## src/rtl/motion_scheduler.sv

```systemverilog
// motion_scheduler: round-robin move scheduler for six stepper motors.
// Each motor has a one-entry target slot. When every motor is calibrated
// and the pulse generator is idle, one pending target is issued to the
// control datapath. The scheduler then tracks Busy to detect the end of
// the move, or a missing or stuck move.
//
// Ports
//   sysclk      : clock, rising edge
//   INIT_n      : asynchronous active-low reset, release synchronized
//   initFlag    : per-motor origin-calibrated flags (all must be set to grant)
//   cmd_valid   : per-motor target request
//   cmd_value   : motor k target at [10k+9:10k]
//   cmd_ready   : per-motor slot empty
//   Busy        : pulse generator active
//   i_Motor     : granted motor index (0..5)
//   Value       : granted target coordinate
//   issue       : one-cycle strobe for a new i_Motor/Value
//   done        : one-cycle per-motor move-complete pulse
//   timeout_err : sticky stuck-Busy flag, cleared only by reset
//   idle        : IDLE state with every slot empty
module motion_scheduler #(
    parameter int unsigned START_TO = 8,
    parameter int unsigned RUN_TO   = 1048575
) (
    input  logic        sysclk,
    input  logic        INIT_n,
    input  logic [5:0]  initFlag,
    input  logic [5:0]  cmd_valid,
    input  logic [59:0] cmd_value,
    output logic [5:0]  cmd_ready,
    input  logic        Busy,
    output logic [3:0]  i_Motor,
    output logic [9:0]  Value,
    output logic        issue,
    output logic [5:0]  done,
    output logic        timeout_err,
    output logic        idle
);

    localparam int unsigned N_MOT     = 6;
    localparam int unsigned VAL_W     = 10;
    localparam int unsigned CNT_W     = 20;
    localparam int unsigned SEL_W     = 3;
    localparam int unsigned ISSUE_CYC = 3;

    localparam logic [CNT_W-1:0] CNT_MAX   = '1;
    localparam logic [CNT_W-1:0] ISSUE_LIM = CNT_W'(ISSUE_CYC - 1);
    localparam logic [CNT_W-1:0] START_LIM = CNT_W'(START_TO - 1);
    localparam logic [CNT_W-1:0] RUN_LIM   = CNT_W'(RUN_TO - 1);

    typedef enum logic [1:0] {
        S_IDLE       = 2'd0,
        S_ISSUE      = 2'd1,
        S_WAIT_START = 2'd2,
        S_WAIT_END   = 2'd3
    } state_t;

    // Reset: asserts asynchronously, releases after two sysclk edges
    logic [1:0] r_rst_sync;
    logic       w_rst_n;

    always_ff @(posedge sysclk or negedge INIT_n) begin
        if (!INIT_n) begin
            r_rst_sync <= '0;
        end else begin
            r_rst_sync <= {r_rst_sync[0], 1'b1};
        end
    end

    assign w_rst_n = r_rst_sync[1];

    state_t                        r_state;
    state_t                        w_state_nxt;
    logic [N_MOT-1:0]              r_slot_full;
    logic [N_MOT-1:0][VAL_W-1:0]   r_slot_val;
    logic [SEL_W-1:0]              r_rr_ptr;
    logic [CNT_W-1:0]              r_cnt;
    logic [CNT_W-1:0]              w_cnt_nxt;
    logic [CNT_W-1:0]              w_cnt_inc;
    logic [SEL_W-1:0]              r_motor;
    logic [VAL_W-1:0]              r_value;
    logic                          r_issue;
    logic [N_MOT-1:0]              r_done;
    logic                          r_timeout;

    logic                          w_any;
    logic [SEL_W-1:0]              w_grant_idx;
    logic [SEL_W-1:0]              w_rr_idx;
    logic                          w_grant;
    logic                          w_done;
    logic                          w_to;

    // Round-robin pick: first full slot at or after the pointer
    always_comb begin
        w_any       = 1'b0;
        w_grant_idx = '0;
        w_rr_idx    = '0;
        for (int i = 0; i < int'(N_MOT); i++) begin
            w_rr_idx = SEL_W'((int'(r_rr_ptr) + i) % int'(N_MOT));
            if (!w_any && r_slot_full[w_rr_idx]) begin
                w_any       = 1'b1;
                w_grant_idx = w_rr_idx;
            end
        end
    end

    // Saturating increment so long moves never wrap the counter
    assign w_cnt_inc = (r_cnt == CNT_MAX) ? r_cnt : r_cnt + CNT_W'(1);

    // State register
    always_ff @(posedge sysclk or negedge w_rst_n) begin
        if (!w_rst_n) begin
            r_state <= S_IDLE;
        end else begin
            r_state <= w_state_nxt;
        end
    end

    // Next state and control strobes
    always_comb begin
        w_state_nxt = r_state;
        w_cnt_nxt   = r_cnt;
        w_grant     = 1'b0;
        w_done      = 1'b0;
        w_to        = 1'b0;
        case (r_state)
            S_IDLE: begin
                if ((&initFlag) && !Busy && w_any) begin
                    w_grant     = 1'b1;
                    w_cnt_nxt   = '0;
                    w_state_nxt = S_ISSUE;
                end
            end
            S_ISSUE: begin
                // hold i_Motor/Value while the control datapath latches them
                if (r_cnt >= ISSUE_LIM) begin
                    w_cnt_nxt   = '0;
                    w_state_nxt = S_WAIT_START;
                end else begin
                    w_cnt_nxt = w_cnt_inc;
                end
            end
            S_WAIT_START: begin
                if (Busy) begin
                    // this edge already saw Busy high once
                    w_cnt_nxt   = CNT_W'(1);
                    w_state_nxt = S_WAIT_END;
                end else if (r_cnt >= START_LIM) begin
                    // no motion generated: zero-displacement move
                    w_done      = 1'b1;
                    w_state_nxt = S_IDLE;
                end else begin
                    w_cnt_nxt = w_cnt_inc;
                end
            end
            S_WAIT_END: begin
                if (!Busy) begin
                    w_done      = 1'b1;
                    w_state_nxt = S_IDLE;
                end else if (r_cnt >= RUN_LIM) begin
                    w_to        = 1'b1;
                    w_state_nxt = S_IDLE;
                end else begin
                    w_cnt_nxt = w_cnt_inc;
                end
            end
            default: begin
                w_state_nxt = S_IDLE;
            end
        endcase
    end

    // Datapath: slots, grant registers, counter and status outputs
    always_ff @(posedge sysclk or negedge w_rst_n) begin
        if (!w_rst_n) begin
            r_slot_full <= '0;
            r_slot_val  <= '0;
            r_rr_ptr    <= '0;
            r_cnt       <= '0;
            r_motor     <= '0;
            r_value     <= '0;
            r_issue     <= 1'b0;
            r_done      <= '0;
            r_timeout   <= 1'b0;
        end else begin
            r_cnt   <= w_cnt_nxt;
            r_issue <= w_grant;
            r_done  <= '0;
            if (w_done) begin
                r_done[r_motor] <= 1'b1;
            end
            if (w_to) begin
                r_timeout <= 1'b1;
            end
            if (w_grant) begin
                r_motor  <= w_grant_idx;
                r_value  <= r_slot_val[w_grant_idx];
                r_rr_ptr <= (w_grant_idx == SEL_W'(N_MOT - 1)) ? '0
                                                               : w_grant_idx + SEL_W'(1);
            end
            // a granted slot is full, so grant-clear and load never collide
            for (int k = 0; k < int'(N_MOT); k++) begin
                if (w_grant && (w_grant_idx == SEL_W'(k))) begin
                    r_slot_full[k] <= 1'b0;
                end else if (cmd_valid[k] && !r_slot_full[k]) begin
                    r_slot_full[k] <= 1'b1;
                    r_slot_val[k]  <= cmd_value[k*VAL_W +: VAL_W];
                end
            end
        end
    end

    assign cmd_ready   = ~r_slot_full;
    assign i_Motor     = {1'b0, r_motor};
    assign Value       = r_value;
    assign issue       = r_issue;
    assign done        = r_done;
    assign timeout_err = r_timeout;
    assign idle        = (r_state == S_IDLE) && (r_slot_full == '0);

endmodule

```

## config.mk

```make
export PLATFORM = sky130hd
export DESIGN_NAME = motion_scheduler
export DESIGN_NICKNAME = d
export VERILOG_FILES = /design/src/rtl/motion_scheduler.sv
export SDC_FILE = /design/constraint.sdc
export NUM_CORES = 1
export LEC_CHECK = 0
export CAP_MARGIN = 20
export CORE_MARGIN = 2
export CORE_UTILIZATION = 59
export CTS_CLUSTER_DIAMETER = 100
export DETAILED_ROUTE_END_ITERATION = 10
export GPL_TIMING_DRIVEN = 0
export PLACE_DENSITY = 0.88
export SYNTH_ARGS = -nofsm -noshare
export SYNTH_HDL_FRONTEND = slang
export SYNTH_SLANG_ARGS = --single-unit
```

## constraint.sdc

```tcl
create_clock -name sysclk -period 10.85 [get_ports sysclk]
set_input_delay 3.255 -clock sysclk [delete_from_list [all_inputs] [get_ports sysclk]]
set_output_delay 3.255 -clock sysclk [all_outputs]
set_load 0.05 [all_outputs]
```

; Yosys cells after proc, flatten, opt, wreduce, memory -nomap -nowiden
; Index checks and enable logic that the tools add are counted.
[classes]
reduce_logical = 51
n_eq_ne = 16
n_bitwise = 7
magnitude_cmp = 12
n_addsub = 7
div_mod_pow = 6
muxes = 66
[ops]
columns = cell, count
row1 = modulo 32 x 4 -> 32 bit (second input constant), 5
row2 = 2-to-1 mux 20 bit, 7
row3 = case mux 20 bit (4 select lines), 1
row4 = 2-to-1 mux 1 bit, 33
row5 = less-than comparator 3 x 4 -> 1 bit (second input constant), 8
row6 = modulo 4 x 4 -> 32 bit (second input constant), 1
row7 = binary-select mux 10 bit (select 3 bit), 1
row8 = logical AND 1 bit, 21
row9 = 2-to-1 mux 3 bit, 7
row10 = adder 20 x 1 -> 20 bit (second input constant), 1
row11 = equality test 20 bit (second input constant), 1
row12 = greater-or-equal comparator 20 x 2 -> 1 bit (second input constant), 1
row13 = greater-or-equal comparator 20 bit (second input constant), 1
row14 = greater-or-equal comparator 20 x 3 -> 1 bit (second input constant), 1
row15 = binary-select mux 1 bit (select 3 bit), 6
row16 = logical NOT 1 bit, 12
row17 = 2-to-1 mux 2 bit, 6
row18 = AND reduction 2 bit, 6
row19 = nonzero test 2 bit, 6
row20 = 2-to-1 mux 10 bit, 1
row21 = != test 3 bit (second input constant), 3
row22 = adder 3 x 2 -> 4 bit (second input constant), 2
row23 = adder 3 x 3 -> 4 bit (second input constant), 2
row24 = != test 2 bit (second input constant), 4
row25 = 19 further kinds, 28
[word_totals]
inputBits = 75
wordCells = 186
reg_bits = 114
output_inout_bits = 29

; Depth between registers and ports, before layout
[logic_depth]
depth_word = 25
mapped_depth = 23
mapped_depth_nobuf = 18

; Least setup slack after synthesis
; OpenSTA, ideal clock, no wires.
[synth_path]
path_kind = input-to-reg
startpoint = in initFlag[4]
endpoint = reg r_slot_val[30] (netlist bit)
setup_slack_ns = 5.921
path_stages = 6
required_ns = 10.725
n_path_buf = 1
setup_ns = 0.125
arrival_ns = 4.804
cell_sequence = nand4_1 > nor3_1 > o311ai_2 > buf_2 > o211ai_4 > mux2_2
[synth_between]
elab_chain_len = 8
[synth_rtl]
columns = item, line_no
row1 = start: declaration, 27  ; input logic [5:0] initFlag,
row2 = AND reduction 6 bit, 128  ; if ((&initFlag) && !Busy && w_any) begin
row3 = logical AND 1 bit (2 in series), 128
row4 = 2-to-1 mux 1 bit, 128
row5 = 2-to-1 mux 1 bit, 126  ; case (r_state)
row6 = logical AND 1 bit, 203  ; if (w_grant && (w_grant_idx == SEL_W'(k))) begin
row7 = NOT 1 bit (no line), -
row8 = AND reduction 2 bit (no line), -
row9 = end signal: indexed assignment, 207  ; r_slot_val[k] <= cmd_value[k*VAL_W +: VAL_W];
row10 = end: declaration, 75  ; logic [N_MOT-1:0][VAL_W-1:0] r_slot_val;
; No other way between the ends.
; A chain may end at the register's enable or synchronous reset.

; Worst setup path after layout
[layout_path]
startpoint = reg r_state[1]
endpoint = out idle
[layout_between]
elab_chain_len = 2
[layout_rtl]
columns = item, line_no
row1 = start: declaration, 72  ; state_t r_state;
row2 = start signal: assignment, 115  ; r_state <= w_state_nxt;
row3 = logical NOT 2 bit, 219  ; assign idle = (r_state == S_IDLE) && (r_slot_full == '0);
row4 = logical AND 1 bit, 219
row5 = end: declaration, 37  ; output logic idle
; No other way between the ends.

==> metrics.yaml <==
status: "completed"
comb_power_share: 0.256
finish.utilization: 0.771
synth_flop_cell: "dfrtp_1"
path_clk_slew_ns: 0.06
htree_levels: 4
ff2ff_path_depth: 20
ys_async_sr_fraction: 1.00
crit_path_end_kind: "output pin"
ys_ff_latch: 114
worstHoldPathType: "reg2async"
vdd.ir_drop.worst_v: 0.000130
firstDrtPassIters: 7
synth_nets: 711
cts_buffers: 17
die_h_um: 110
io_pins: 104
period_minus_slack_ns: 6.01
ys_types: 77
grt_pass1_wl_um: 29600
drt_iter0_drc: 486
synth_edf_count: 0
clock_latency_ns: 0.53
period_share: 0.554
dp_hpwl_um: 12700
critPathKind: "reg2out"
grt_max_degree: 75
seq_power_share: 0.369
cap_violations: 0
gr-total-overflow: 0
postCtsSetupRepairBufs: 0
antenna_cells: 0
via_per_inst: 6.45
vias: 5790
fmax_ghz: 0.166
synth_top_area_share: 0.434
die_area_sq_um: 12000
avgSynthCellArea_sq_um: 10.6
reg2reg_from: "r_rr_ptr[0]"
rrSetupSlack_ns: 5.15
path_max_fanout: 10
start_util: 0.607
rsz0062_at_grt: "false"
grt_usage: 0.325
grt_pass1_vias: 5772
die_w_um: 110
cts_root_buf: "clkbuf_8"
yosysMostFrequentCell: "dfrtp_1"
power.internal_uw: 921
gp_congestion: 0.910
setup_viol: 0
cts.sinks: 114
finalHoldViolCount: 0
wirelength_um: 18500
seq_area_frac_synth: 0.434
cts_max_path_buffers: 2
antenna_found_initial: 0
drive_gt1_frac: 0.199
tightest_slew_ns: 0.704
hold_buffers: 0
ant_nets: 0
syn_area_sq_um: 6580
rows: 38
worstPathArrival_ns: 2.76
path_common_cell: "clkbuf_1"
path_cells: "clkbuf_1 -> nor2_1 -> clkbuf_1 -> and4_1 -> clkdlybuf4s50_1"
worst_path_max_delay_cell: "clkdlybuf4s50_1"
yosys-top-cells-area: "dfrtp_1 (43%), mux2_2 (13%), mux2i_1 (3.2%)"
coreArea_sq_um: 10800
syn2layout_area_growth_pct: 27.0
synth_common_cells: "dfrtp_1 (114), mux2_2 (78), nand2_1 (38)"
p_leak_nw: 3.48
cts-resized-gates: 0
drc_errors: 0
swShare: 0.335
cp-start-kind: "flip-flop"
syn_inst: 623
cp.required_ns: 7.60
wl_per_cell_um: 20.6
holdWs_ns: 0.311
fin_skew_ns: 0.00727
slew_headroom: 0.527
setup_tns_ns: 0
fillerInstances: 675
worstReg2RegEnd: "r_slot_val[39]"
synth_warnings: 0
slew_viol_final: 0
synth_area_leader_cell: "dfrtp_1"
slowest_delay_ns: 0.79
io_buffers: 102
p_switching_uw: 463
power_density_nw_per_um2: 166
cts_tree: "yes"
pwr-share-clk: 0.376
fin_nets: 833
layout make-up:
type / instances / area [sq um] / area share
Clock buffer: 17 / 414 / 0.0496
Timing Repair Buffer: 103 / 1050 / 0.126
Buffer: 33 / 176 / 0.0211
Clock inverter: 15 / 134 / 0.0160
Tap cell: 140 / 175 / 0.0210
Inverter: 26 / 97.6 / 0.0117
Multi-Input combinational cell: 450 / 3450 / 0.413
Sequential cell: 114 / 2860 / 0.342
critical path, delay by kind of cell (launching register included):
kind          cells  cell delay [ns]
flops             1             0.36
simple gates      2             0.48
buf+inv           3             1.39
per-layer routing:
| layer | GRT usage | routed length (um) | vias to the layer above |
|---|---|---|---|
| met2 | 0.540 | 9140 | 321 |
| met5 | 0 | 0 | - |
| met1 | 0.409 | 7370 | 2858 |
| li1 | - | - | 2565 |
| met3 | 0.0842 | 1530 | 46 |
| met4 | 0.126 | 462 | 0 |
cells by family (layout without fill, tap and decap cells):
group,after synthesis,count (layout),synth area share
simple gates,189,189,0.151
compound gates,133,133,0.152
flops,114,114,0.434
mux,108,108,0.185
buf+inv,59,194,0.0417
fa+ha+maj,13,13,0.0247
xor+xnor,5,5,0.0107
other cells,2,2,0.00114
power groups by stage:
stage,Clock [mW],Combinational (mW),Sequential (mW)
floorplan,0,0.220,0.525
global placement,0,0.321,0.513
detailed placement,0,0.341,0.513
CTS,0.520,0.349,0.508
global route,0.538,0.382,0.514
finish,0.520,0.354,0.510
flip-flops by register name (all words and copies together), names as in the netlist:
signal,count
r_slot_val,60
r_cnt,20
Value,10
done,6
r_slot_full,6
r_motor,3
r_rr_ptr,3
r_rst_sync,2
r_state,2
issue,1
timeout_err,1
stage by stage:
step	setup slack, ns	instances	area [sq um]	total power [mW]
2_1_floorplan	5.92	623	6580	0.745
3_3_place_gp	4.90	865	7770	0.834
3_5_place_dp	4.81	866	7810	0.855
4_1_cts	4.83	898	8350	1.38
5_1_grt	4.73	898	8350	1.43
6_report	4.84	898	8350	1.38
worst max-delay path by stage:
stage	from	end	slack [ns]	cells after the start
after global placement	Busy	Value[4]	4.90	7
after CTS	r_state[1]	idle	4.83	5
after detailed placement	Busy	Value[5]	4.81	7
final	r_state[1]	idle	4.84	5
after global routing	r_state[1]	idle	4.73	5
after floorplan	initFlag[4]	r_slot_val[30]	5.92	6
cell usage in the layout, fill, tap and decap left out, types with 6 or more instances in the layout:
cell type        synthesis  final
a211oi_1                 7      7
a21oi_1                 30     30
a41oi_1                 12     12
and2_1                  12     12
and3_1                   7      7
buf_2                    9      9
clkbuf_1                16     16
clkbuf_16                0     16
clkdlybuf4s50_1          0    102
clkinvlp_4               0      6
dfrtp_1                114    113
ha_1                    13     13
inv_1                   24     24
mux2_1                   6      6
mux2_2                  78     78
mux2i_1                 21     21
nand2_1                 38     38
nand2b_1                 9      9
nand3_1                 23     23
nand4_1                  9      9
nor2_1                  34     34
nor2b_1                  9      9
nor3_1                  11     11
nor4_1                  13     13
o211ai_1                13     13
o21ai_0                 20     20
o31ai_1                  6      6
No activity file was read; power rests on OpenSTA's default activity.
